<file path="config.mk">
export PLATFORM = sky130hd
export DESIGN_NAME = dsp
export DESIGN_NICKNAME = d
export VERILOG_FILES = /design/src/rtl/dsp_pkg.sv /design/src/rtl/dsp_reg_mux.sv /design/src/rtl/dsp.sv
export SDC_FILE = /design/constraint.sdc
export NUM_CORES = 1
export LEC_CHECK = 0
export BUFFER_PORTS_ARGS = -buffer_cell sky130_fd_sc_hd__buf_2
export CORE_MARGIN = 3
export CORE_UTILIZATION = 28
export CTS_CLUSTER_SIZE = 25
export DETAILED_ROUTE_END_ITERATION = 12
export HOLD_SLACK_MARGIN = 0.02
export PLACE_DENSITY_LB_ADDON = 0.2
export SLEW_MARGIN = 5
export SYNTH_ARGS = -nofsm -noshare
export SYNTH_HDL_FRONTEND = slang
export SYNTH_SLANG_ARGS = --single-unit
</file>
<file path="constraint.sdc">
create_clock -name CLK -period 14.6 [get_ports CLK]
set_input_delay 1.46 -clock CLK [delete_from_list [all_inputs] [get_ports CLK]]
set_output_delay 1.46 -clock CLK [all_outputs]
set_load 0.05 [all_outputs]
</file>
<file path="src/rtl/dsp_pkg.sv">
// Shared encodings for the DSP48A1-style MAC slice.
package dsp_pkg;

    typedef enum logic [1:0] {
        X_ZERO = 2'd0,
        X_M    = 2'd1,
        X_P    = 2'd2,
        X_DAB  = 2'd3
    } xsel_e;

    typedef enum logic [1:0] {
        Z_ZERO = 2'd0,
        Z_PCIN = 2'd1,
        Z_P    = 2'd2,
        Z_C    = 2'd3
    } zsel_e;

    localparam int OP_X_LSB   = 0;
    localparam int OP_Z_LSB   = 2;
    localparam int OP_B1SEL   = 4;
    localparam int OP_CIN     = 5;
    localparam int OP_PRESUB  = 6;
    localparam int OP_POSTSUB = 7;

    localparam string CIN_OPMODE5 = "OPMODE5";
    localparam string CIN_PIN     = "CARRYIN";
    localparam string BIN_DIRECT  = "DIRECT";
    localparam string BIN_CASCADE = "CASCADE";

endpackage

</file>
<file path="src/rtl/dsp_reg_mux.sv">
// One pipeline stage: a CE/sync-reset register, or a plain wire.
module dsp_reg_mux #(
    parameter int WIDTH = 18,
    parameter int REG   = 1
) (
    input  logic             i_clk,
    input  logic             i_rst,
    input  logic             i_ce,
    input  logic [WIDTH-1:0] i_d,
    output logic [WIDTH-1:0] o_q
);

    generate
        if (REG != 0) begin : g_reg
            logic [WIDTH-1:0] r_q;
            always_ff @(posedge i_clk) begin
                if (i_rst)
                    r_q <= '0;
                else if (i_ce)
                    r_q <= i_d;
            end
            assign o_q = r_q;
        end else begin : g_wire
            logic w_unused;
            assign w_unused = ^{i_clk, i_rst, i_ce};
            assign o_q = i_d;
        end
    endgenerate

endmodule

</file>
<file path="src/rtl/dsp.sv">
// Pipelined 18x18 pre-add/multiply/post-add slice with B and P cascade.
module dsp
    import dsp_pkg::*;
#(
    parameter int    A0REG       = 0,
    parameter int    A1REG       = 1,
    parameter int    B0REG       = 0,
    parameter int    B1REG       = 1,
    parameter int    CREG        = 1,
    parameter int    DREG        = 1,
    parameter int    MREG        = 1,
    parameter int    PREG        = 1,
    parameter int    OPMODEREG   = 1,
    parameter int    CARRYINREG  = 1,
    parameter int    CARRYOUTREG = 1,
    parameter string CARRYINSEL  = "OPMODE5",
    parameter string B_INPUT     = "DIRECT"
) (
    input  logic        CEP,
    input  logic        RSTP,
    output logic        CARRYOUT,
    output logic        CARRYOUTF,
    output logic [35:0] M,
    output logic [47:0] P,
    input  logic        RSTCARRYIN,
    output logic [17:0] BCOUT,
    input  logic        CECARRYIN,
    input  logic [47:0] PCIN,
    output logic [47:0] PCOUT,
    input  logic        CARRYIN,
    input  logic        RSTM,
    input  logic        CEM,
    input  logic [7:0]  OPMODE,
    input  logic        CEOPMODE,
    input  logic        RSTOPMODE,
    input  logic [17:0] A,
    input  logic [17:0] B,
    input  logic [47:0] C,
    input  logic [17:0] D,
    input  logic [17:0] BCIN,
    input  logic        CLK,
    input  logic        RSTA,
    input  logic        RSTB,
    input  logic        RSTC,
    input  logic        RSTD,
    input  logic        CEA,
    input  logic        CEB,
    input  logic        CEC,
    input  logic        CED
);

    localparam bit CIN_FROM_PIN = (CARRYINSEL == CIN_PIN);
    localparam bit B_FROM_CASC  = (B_INPUT == BIN_CASCADE);

    logic [17:0] w_a0, w_a1, w_b_src, w_b0, w_b1_d, w_b1, w_d, w_pre;
    logic [47:0] w_c, w_p, w_x, w_z;
    logic [35:0] w_mult, w_m;
    logic [7:0]  w_op;
    logic        w_cin_src, w_cin, w_co;
    logic [48:0] w_xc, w_post;

    dsp_reg_mux #(.WIDTH(18), .REG(A0REG)) u_a0 (
        .i_clk(CLK), .i_rst(RSTA), .i_ce(CEA), .i_d(A), .o_q(w_a0));
    dsp_reg_mux #(.WIDTH(18), .REG(A1REG)) u_a1 (
        .i_clk(CLK), .i_rst(RSTA), .i_ce(CEA), .i_d(w_a0), .o_q(w_a1));

    assign w_b_src = B_FROM_CASC ? BCIN : B;
    dsp_reg_mux #(.WIDTH(18), .REG(B0REG)) u_b0 (
        .i_clk(CLK), .i_rst(RSTB), .i_ce(CEB), .i_d(w_b_src), .o_q(w_b0));
    dsp_reg_mux #(.WIDTH(18), .REG(DREG)) u_d (
        .i_clk(CLK), .i_rst(RSTD), .i_ce(CED), .i_d(D), .o_q(w_d));
    dsp_reg_mux #(.WIDTH(48), .REG(CREG)) u_c (
        .i_clk(CLK), .i_rst(RSTC), .i_ce(CEC), .i_d(C), .o_q(w_c));
    dsp_reg_mux #(.WIDTH(8), .REG(OPMODEREG)) u_op (
        .i_clk(CLK), .i_rst(RSTOPMODE), .i_ce(CEOPMODE),
        .i_d(OPMODE), .o_q(w_op));

    // Pre-adder wraps at 18 bits; B1 picks raw B0 or the pre-adder.
    assign w_pre  = w_op[OP_PRESUB] ? (w_d - w_b0) : (w_d + w_b0);
    assign w_b1_d = w_op[OP_B1SEL] ? w_pre : w_b0;
    dsp_reg_mux #(.WIDTH(18), .REG(B1REG)) u_b1 (
        .i_clk(CLK), .i_rst(RSTB), .i_ce(CEB), .i_d(w_b1_d), .o_q(w_b1));

    assign w_mult = 36'(w_a1) * 36'(w_b1);
    dsp_reg_mux #(.WIDTH(36), .REG(MREG)) u_m (
        .i_clk(CLK), .i_rst(RSTM), .i_ce(CEM), .i_d(w_mult), .o_q(w_m));

    assign w_cin_src = CIN_FROM_PIN ? CARRYIN : w_op[OP_CIN];
    dsp_reg_mux #(.WIDTH(1), .REG(CARRYINREG)) u_cin (
        .i_clk(CLK), .i_rst(RSTCARRYIN), .i_ce(CECARRYIN),
        .i_d(w_cin_src), .o_q(w_cin));

    always_comb begin
        w_x = '0;
        unique case (xsel_e'(w_op[OP_X_LSB +: 2]))
            X_ZERO: w_x = '0;
            X_M:    w_x = {12'd0, w_m};
            X_P:    w_x = w_p;
            X_DAB:  w_x = {w_d[11:0], w_a1, w_b1};
        endcase
    end

    always_comb begin
        w_z = '0;
        unique case (zsel_e'(w_op[OP_Z_LSB +: 2]))
            Z_ZERO: w_z = '0;
            Z_PCIN: w_z = PCIN;
            Z_P:    w_z = w_p;
            Z_C:    w_z = w_c;
        endcase
    end

    // Bit 48 is the carry on add and the borrow on subtract.
    assign w_xc   = {1'b0, w_x} + 49'(w_cin);
    assign w_post = w_op[OP_POSTSUB] ? ({1'b0, w_z} - w_xc)
                                     : ({1'b0, w_z} + w_xc);

    dsp_reg_mux #(.WIDTH(48), .REG(PREG)) u_p (
        .i_clk(CLK), .i_rst(RSTP), .i_ce(CEP),
        .i_d(w_post[47:0]), .o_q(w_p));
    dsp_reg_mux #(.WIDTH(1), .REG(CARRYOUTREG)) u_co (
        .i_clk(CLK), .i_rst(RSTP), .i_ce(CEP),
        .i_d(w_post[48]), .o_q(w_co));

    assign BCOUT     = w_b1;
    assign M         = w_m;
    assign P         = w_p;
    assign PCOUT     = w_p;
    assign CARRYOUT  = w_co;
    assign CARRYOUTF = w_co;

endmodule

</file>
=== Word-level counts from Yosys, hierarchy flattened ===
Index checks and enable logic that the tools add are counted.

* Latch bits: 0
* Bits in registers: 196
* Bits in writable memories: 0
* Input bits: 194
* Memories kept: 0
* ROM bits: 0

* Reductions and logical operators: 2
* Div/mod/pow operators: 0
* Bitwise gates (word level): 0
* Order comparisons: 0
* Shifts and indexed selects: 0
* Add/subtract/negate cells: 5
* Multiplexer cells: 5
* $mul: 1
* Equality and inequality tests: 6

{| class="wikitable"
|+ Operator list
! kind !! number
|-
| 48-bit case mux with 4 select lines || 2
|-
| 48-bit by 1-bit adder with 49-bit output || 1
|-
| 48-bit by 49-bit adder with 49-bit output || 1
|-
| 49-bit 2-to-1 mux || 1
|-
| 48-bit by 49-bit subtractor with 49-bit output || 1
|-
| 18-bit by 18-bit multiplier with 36-bit output || 1
|-
| 18-bit 2-to-1 mux || 2
|-
| 18-bit adder || 1
|-
| 18-bit subtractor || 1
|-
| 2-bit equality test (second input constant) || 4
|-
| 2-bit by 1-bit equality test with 1-bit output (second input constant) || 2
|-
| 2-bit zero test || 2
|}

=== Logic depth before layout (Yosys ltp) ===
* Depth in word-level cells: 5
* Gate-level depth with buffers: 36
* Depth with buffers taken out: 29

=== Modules after synthesis ===
Synthesis repeated with hierarchy kept, for this count alone.

* Cell total of the unflattened synthesis: 3032
* Area total of the unflattened synthesis: 26095.0 um2

{| class="wikitable"
|+ Modules (own cells, without submodules)
! module !! cells each !! times used !! area each (um2)
|-
| dsp || 2364 || 1 || 18759.2
|-
| dsp_reg_mux at u_c ... || 155 || 2 || 1729.2
|-
| dsp_reg_mux at u_a1 ... || 58 || 3 || 649.4
|-
| dsp_reg_mux at u_m || 116 || 1 || 1306.3
|-
| dsp_reg_mux at u_op || 26 || 1 || 285.3
|-
| dsp_reg_mux at u_a0 ... || 18 || 2 || 135.1
|-
| dsp_reg_mux at u_cin ... || 3 || 2 || 33.8
|}

=== Worst setup path before layout ===
Ideal clock, no wire load.

* Kind: reg2reg
* From: register u_op.g_reg.r_q[0] (netlist: u_op.o_q[0])
* To: register u_p.g_reg.r_q[46] (netlist: u_p.o_q[46])
* Required time: 14472 ps
* Path slack: 7026 ps
* Buffers on the path: 7
* Arrival: 7446 ps
* Cell stages (with the launch flop): 34
* Setup time: 128 ps
* Cells stage by stage: dfxtp_1 buf_4 buf_4 buf_4 buf_2 buf_1 buf_2 buf_2 a22o_1 ha_1 ha_1 and2_1 a32o_1 nand4b_4 nor4_1 xnor2_1 a211o_1 nor4_1 and2_1 o21ai_0 o21ai_0 a21boi_0 xnor2_1 ha_1 a2111oi_0 o21ai_0 o311ai_0 nand4b_1 a31oi_1 o21ai_0 a311oi_1 xnor2_1 mux2i_1 nor2_1

* Cells in the longest elaborated chain, start to end: 5
* Elaborated cells between the ends (all ways): 9

{| class="wikitable"
|+ Ends and longest elaborated chain
! item !! line !! RTL
|-
| start, declared || dsp_reg_mux.sv:15 || <nowiki>logic [WIDTH-1:0] r_q;</nowiki>
|-
| start signal, assigned || dsp_reg_mux.sv:20 || <nowiki>r_q <= i_d;</nowiki>
|-
| 2-bit equality test, or another cell as far along || dsp.sv:95 || <nowiki>unique case (xsel_e'(w_op[OP_X_LSB +: 2]))</nowiki>
|-
| 48-bit case mux with 4 select lines * || dsp.sv:95 ||
|-
| 48-bit by 1-bit adder with 49-bit output * || dsp.sv:114 || <nowiki>assign w_xc = {1'b0, w_x} + 49'(w_cin);</nowiki>
|-
| 48-bit by 49-bit adder with 49-bit output / 48-bit by 49-bit subtractor with 49-bit output (equally long branches) || dsp.sv:116, dsp.sv:115 ||
|-
| 49-bit 2-to-1 mux * || dsp.sv:115 || <nowiki>assign w_post = w_op[OP_POSTSUB] ? ({1'b0, w_z} - w_xc)</nowiki>
|-
| end signal, assigned || dsp_reg_mux.sv:20 ||
|-
| end, declared || dsp_reg_mux.sv:15 ||
|}

Mark *: on every way between the ends. The rest lies on a longest branch, timed or not.
A chain may end at the register's enable or synchronous reset.

=== Worst setup path after layout ===
* From: register u_op.g_reg.r_q[1] (netlist: u_op.o_q[1])
* To: register u_p.g_reg.r_q[46] (netlist: u_p.o_q[46])

Same word-level chain as after synthesis.

==> run_results.csv <==
group,metric,value,unit
synthesis,syn_area_per_cell,8.40,sq um
synthesis,synth_most_common_cell,"inv_1",
place,io_buffer_count,326,
timing,slew_viol_final,0,
synthesis,ys_top_cells_by_count,"inv_1, nand2_1, nor2_1",
setup_path,cp.required,14.97,ns
setup_path,cp-start-kind,"flop",
setup_path,slowest_delay,0.85,ns
detailed_routing,antenna_left,0,
cells_and_area,drive_gt1_share,16.4,%
detailed_routing,drc,0,
floorplanning,rows,111,
setup_path,arrival,8.82,ns
cts,clockBufferDepth,2,
cells_and_area,area_growth,11.7,%
synthesis,synth_cells,3117,
setup_path,cp-end-kind,"flop",
cts,cts_resized,0,
timing,fin_crit,8.45,ns
global_route,antenna_found_initial,4,
setup_path,cp_slowest_cell,"nand4b_1",
timing,slew_headroom,26.5,%
detailed_routing,vias_per_cell,4.91,
synthesis,synth.area.top_cells,"fa_1, dfxtp_1, ha_1, mux2i_1, inv_1",
timing,rsz0062_at_grt,"false",
synthesis,synth_seq_cells,196,
synthesis,ys.flop_type,"dfxtp_1",
cts,htreeDepth,4,
synthesis,yosys.area.top_type_share,19.7,%
floorplanning,die_area,0.0972,sq mm
floorplanning,die_w,312,um
cts,cts-root-buf,"clkbuf_16",
floorplanning,ios,346,
global_route,grt_max_degree,71,
setup_path,crit_buf_inv,1,
cts,clock-sinks,196,
detailed_routing,detail_route.iter0.violations,1469,
power,ir_worst_vdd,0.0910,mV
timing,worst_pin_slew,1.10,ns
synthesis,synth-edff-count,0,
floorplanning,core_area,0.0922,sq mm
worst_hold_path,hold_path_end,"u_m.o_q[0]",
setup_path,rrSetupSlack,6.15,ns
global_route,overflow,0,
synthesis,syn_nets,3748,
place,gp_congestion,0.896,
cts,clk_latency,0.51,ns
cts,cts_tree,"yes",
detailed_routing,wirelength,90200,um
setup_path,reg2reg_depth,26,
place,dp_hpwl,71300,um
global_route,track_usage,18.3,%
detailed_routing,vias,22300,
synthesis,ys_seq_area_share,15.0,%
setup_path,path_common_cell,"o21ai_0",
synthesis,synth_area_leader_cell,"fa_1",
timing,finalSetupTns,0,ns
worst_hold_path,hold_path_startpoint,"u_m.o_q[0]",
timing,timing.hold.ws,0.485,ns
detailed_routing,dr.pass1.iters,5,
detailed_routing,post_drt_wl_per_cell,19.9,um
worst_hold_path,hold_path_class,"reg2reg",
setup_path,worstReg2RegEnd,"u_p.o_q[46]",
synthesis,ys_async_sr_fraction,0,%
cts,clk_pin_slew,0.08,ns
cells_and_area,n_fill_cell,10000,
synthesis,synth_area,0.0262,sq mm
cts,cts_hold_buf,0,
power,pwr_density_cell,114,mW/mm^2
global_route,grt_pass1_vias,22000,
run_status,status,"completed",
synthesis,yosys_warnings,0,
cts,numCtsBuffers,17,
worst_hold_path,hold_path_depth,2,
timing,finalCritPeriodShare,57.9,%
cts,cts_setup_buffers,0,
floorplanning,initial_core_util,28.4,%
timing,hold_viol,0,
power,leakagePower,0.0138,uW
setup_path,cp_top_family,"compound AO/OA/AOI/OAI gates",
global_route,grt_pass1_wl,136000,um
floorplanning,die_h,312,um
timing,setup_violations,0,
run,maxCapViolCount,0,
cells_and_area,nets,3918,
setup_path,r2r_start,"u_op.o_q[1]",
timing,timing.fmax,0.118,GHz
synthesis,yosysUniqueCellTypes,91,
timing,fin_skew,0.0142,ns
setup_path,path_class,"reg2reg",
setup_path,crit_fanout,38,
-- placed cells by master (no fill, tap or decap), drive strengths merged, types with 6 or more instances in the layout --
cell type,count
nand3,37
or3,21
nor3,48
nor2b,29
o21a,14
a21boi,7
inv,347
o211ai,8
nand2b,18
clkbuf,23
dfxtp,196
nand4b,10
nor3b,8
a311oi,8
a31oi,25
or2,10
a22oi,26
a22o,58
a2111oi,6
nand2,310
a211oi,28
and3,19
buf,379
mux2,90
xor2,57
ha,179
nor2,286
mux2i,174
a21o,36
and2,128
o31ai,12
nand4,16
o21ai,70
fa,258
o22ai,6
nor4,26
a21oi,119
xnor2,125
-- flip-flops by register name (all words and copies together) (netlist names) --
register and count:
u_cin.o_q 1, u_b1.o_q 18, u_c.o_q 48, u_op.o_q 8
u_d.o_q 18, u_co.o_q 1, u_m.o_q 36, u_a1.o_q 18
u_p.o_q 48
-- cell families (layout without fill, tap and decap cells) --
| group | Yosys count | count (layout) | share of synthesized area, % |
|---|---|---|---|
| buffers and inverters | 572 | 755 | 9.24 |
| adders and majority gates | 437 | 437 | 28.3 |
| xor gates and xnor gates | 182 | 182 | 6.09 |
| other | 0 | 2 | 0 |
| and+or+nand+nor | 991 | 991 | 18.4 |
| muxes | 264 | 264 | 10.5 |
| DFF | 196 | 196 | 15.0 |
| AOI/OAI and AO/OA | 475 | 475 | 12.5 |
-- worst max-delay path by stage --
stage | start | endpoint | slack, ns | depth (start not counted)
finish | u_op.o_q[1] | u_p.o_q[46] | 6.15 | 26
global route | u_op.o_q[1] | u_p.o_q[46] | 5.36 | 29
CTS | u_op.o_q[1] | u_p.o_q[46] | 6.30 | 26
detailed placement | u_op.o_q[1] | u_p.o_q[46] | 6.38 | 27
global placement | u_op.o_q[1] | u_p.o_q[46] | 6.28 | 26
floorplan | u_op.o_q[0] | u_p.o_q[46] | 7.03 | 33
-- metal layers --
metal | GRT usage (%) | vias to the layer above | share of wire (%) | wire length, um
li1 | - | 10700 | - | -
met5 | 0 | - | 0.0078 | 7
met3 | 4.11 | 73 | 5.9 | 5320
met4 | 3.99 | 2 | 1.7 | 1520
met1 | 25.1 | 11000 | 47 | 42300
met2 | 29.4 | 522 | 46 | 41100
-- per-stage QoR --
stage / worst slack, ns / total power [uW] / util [%] / std cells / area, sq um
after global placement: 6.28 / 2830 / 31.1 / 4511 / 28700
after global routing: 5.36 / 3570 / 31.7 / 4543 / 29300
after CTS: 6.30 / 3360 / 31.7 / 4543 / 29300
after floorplan: 7.03 / 2310 / - / 3117 / 26200
after detailed placement: 6.38 / 2820 / 31.1 / 4511 / 28700
final: 6.15 / 3320 / 31.7 / 4545 / 29300
-- power breakdown --
part           internal, uW  switching (uW)  leakage [uW]
registers               617             162       0.00162
clock network           268             249      0.000286
logic                   700            1330        0.0119
total                  1590            1740        0.0138
-- area by class of cell --
| type | instances | area [sq um] | share of cell area (%) |
|---|---|---|---|
| multi-input combinational | 2349 | 19900 | 67.9 |
| sequential | 196 | 3930 | 13.4 |
| timing repair buffer | 379 | 2030 | 6.94 |
| tap | 1243 | 1560 | 5.32 |
| inverter | 344 | 1290 | 4.41 |
| clock buffer | 23 | 478 | 1.63 |
| clock inverter | 9 | 118 | 0.402 |
| antenna | 2 | 5.00 | 0.0171 |
-- worst register-to-register path, stage by stage, from the launching register on --
cell,delay (ns)
dfxtp_2,0.57
nor2b_4,0.21
buf_4,0.37
a22o_1,0.24
ha_1,0.18
ha_1,0.25
and2_1,0.15
a32o_1,0.22
nand4b_4,0.21
nand4b_1,0.86
or3_1,0.64
a21oi_1,0.20
o21ai_0,0.24
o21ai_0,0.23
a21boi_0,0.23
xnor2_1,0.17
ha_1,0.33
a2111oi_0,0.44
o21ai_0,0.24
o311ai_0,0.58
nand4b_1,0.34
a31oi_1,0.42
o21ai_0,0.27
a311oi_1,0.44
xnor2_1,0.11
mux2i_1,0.14
nor2_1,0.05
Note: power is estimated with default switching activity, not from simulation.
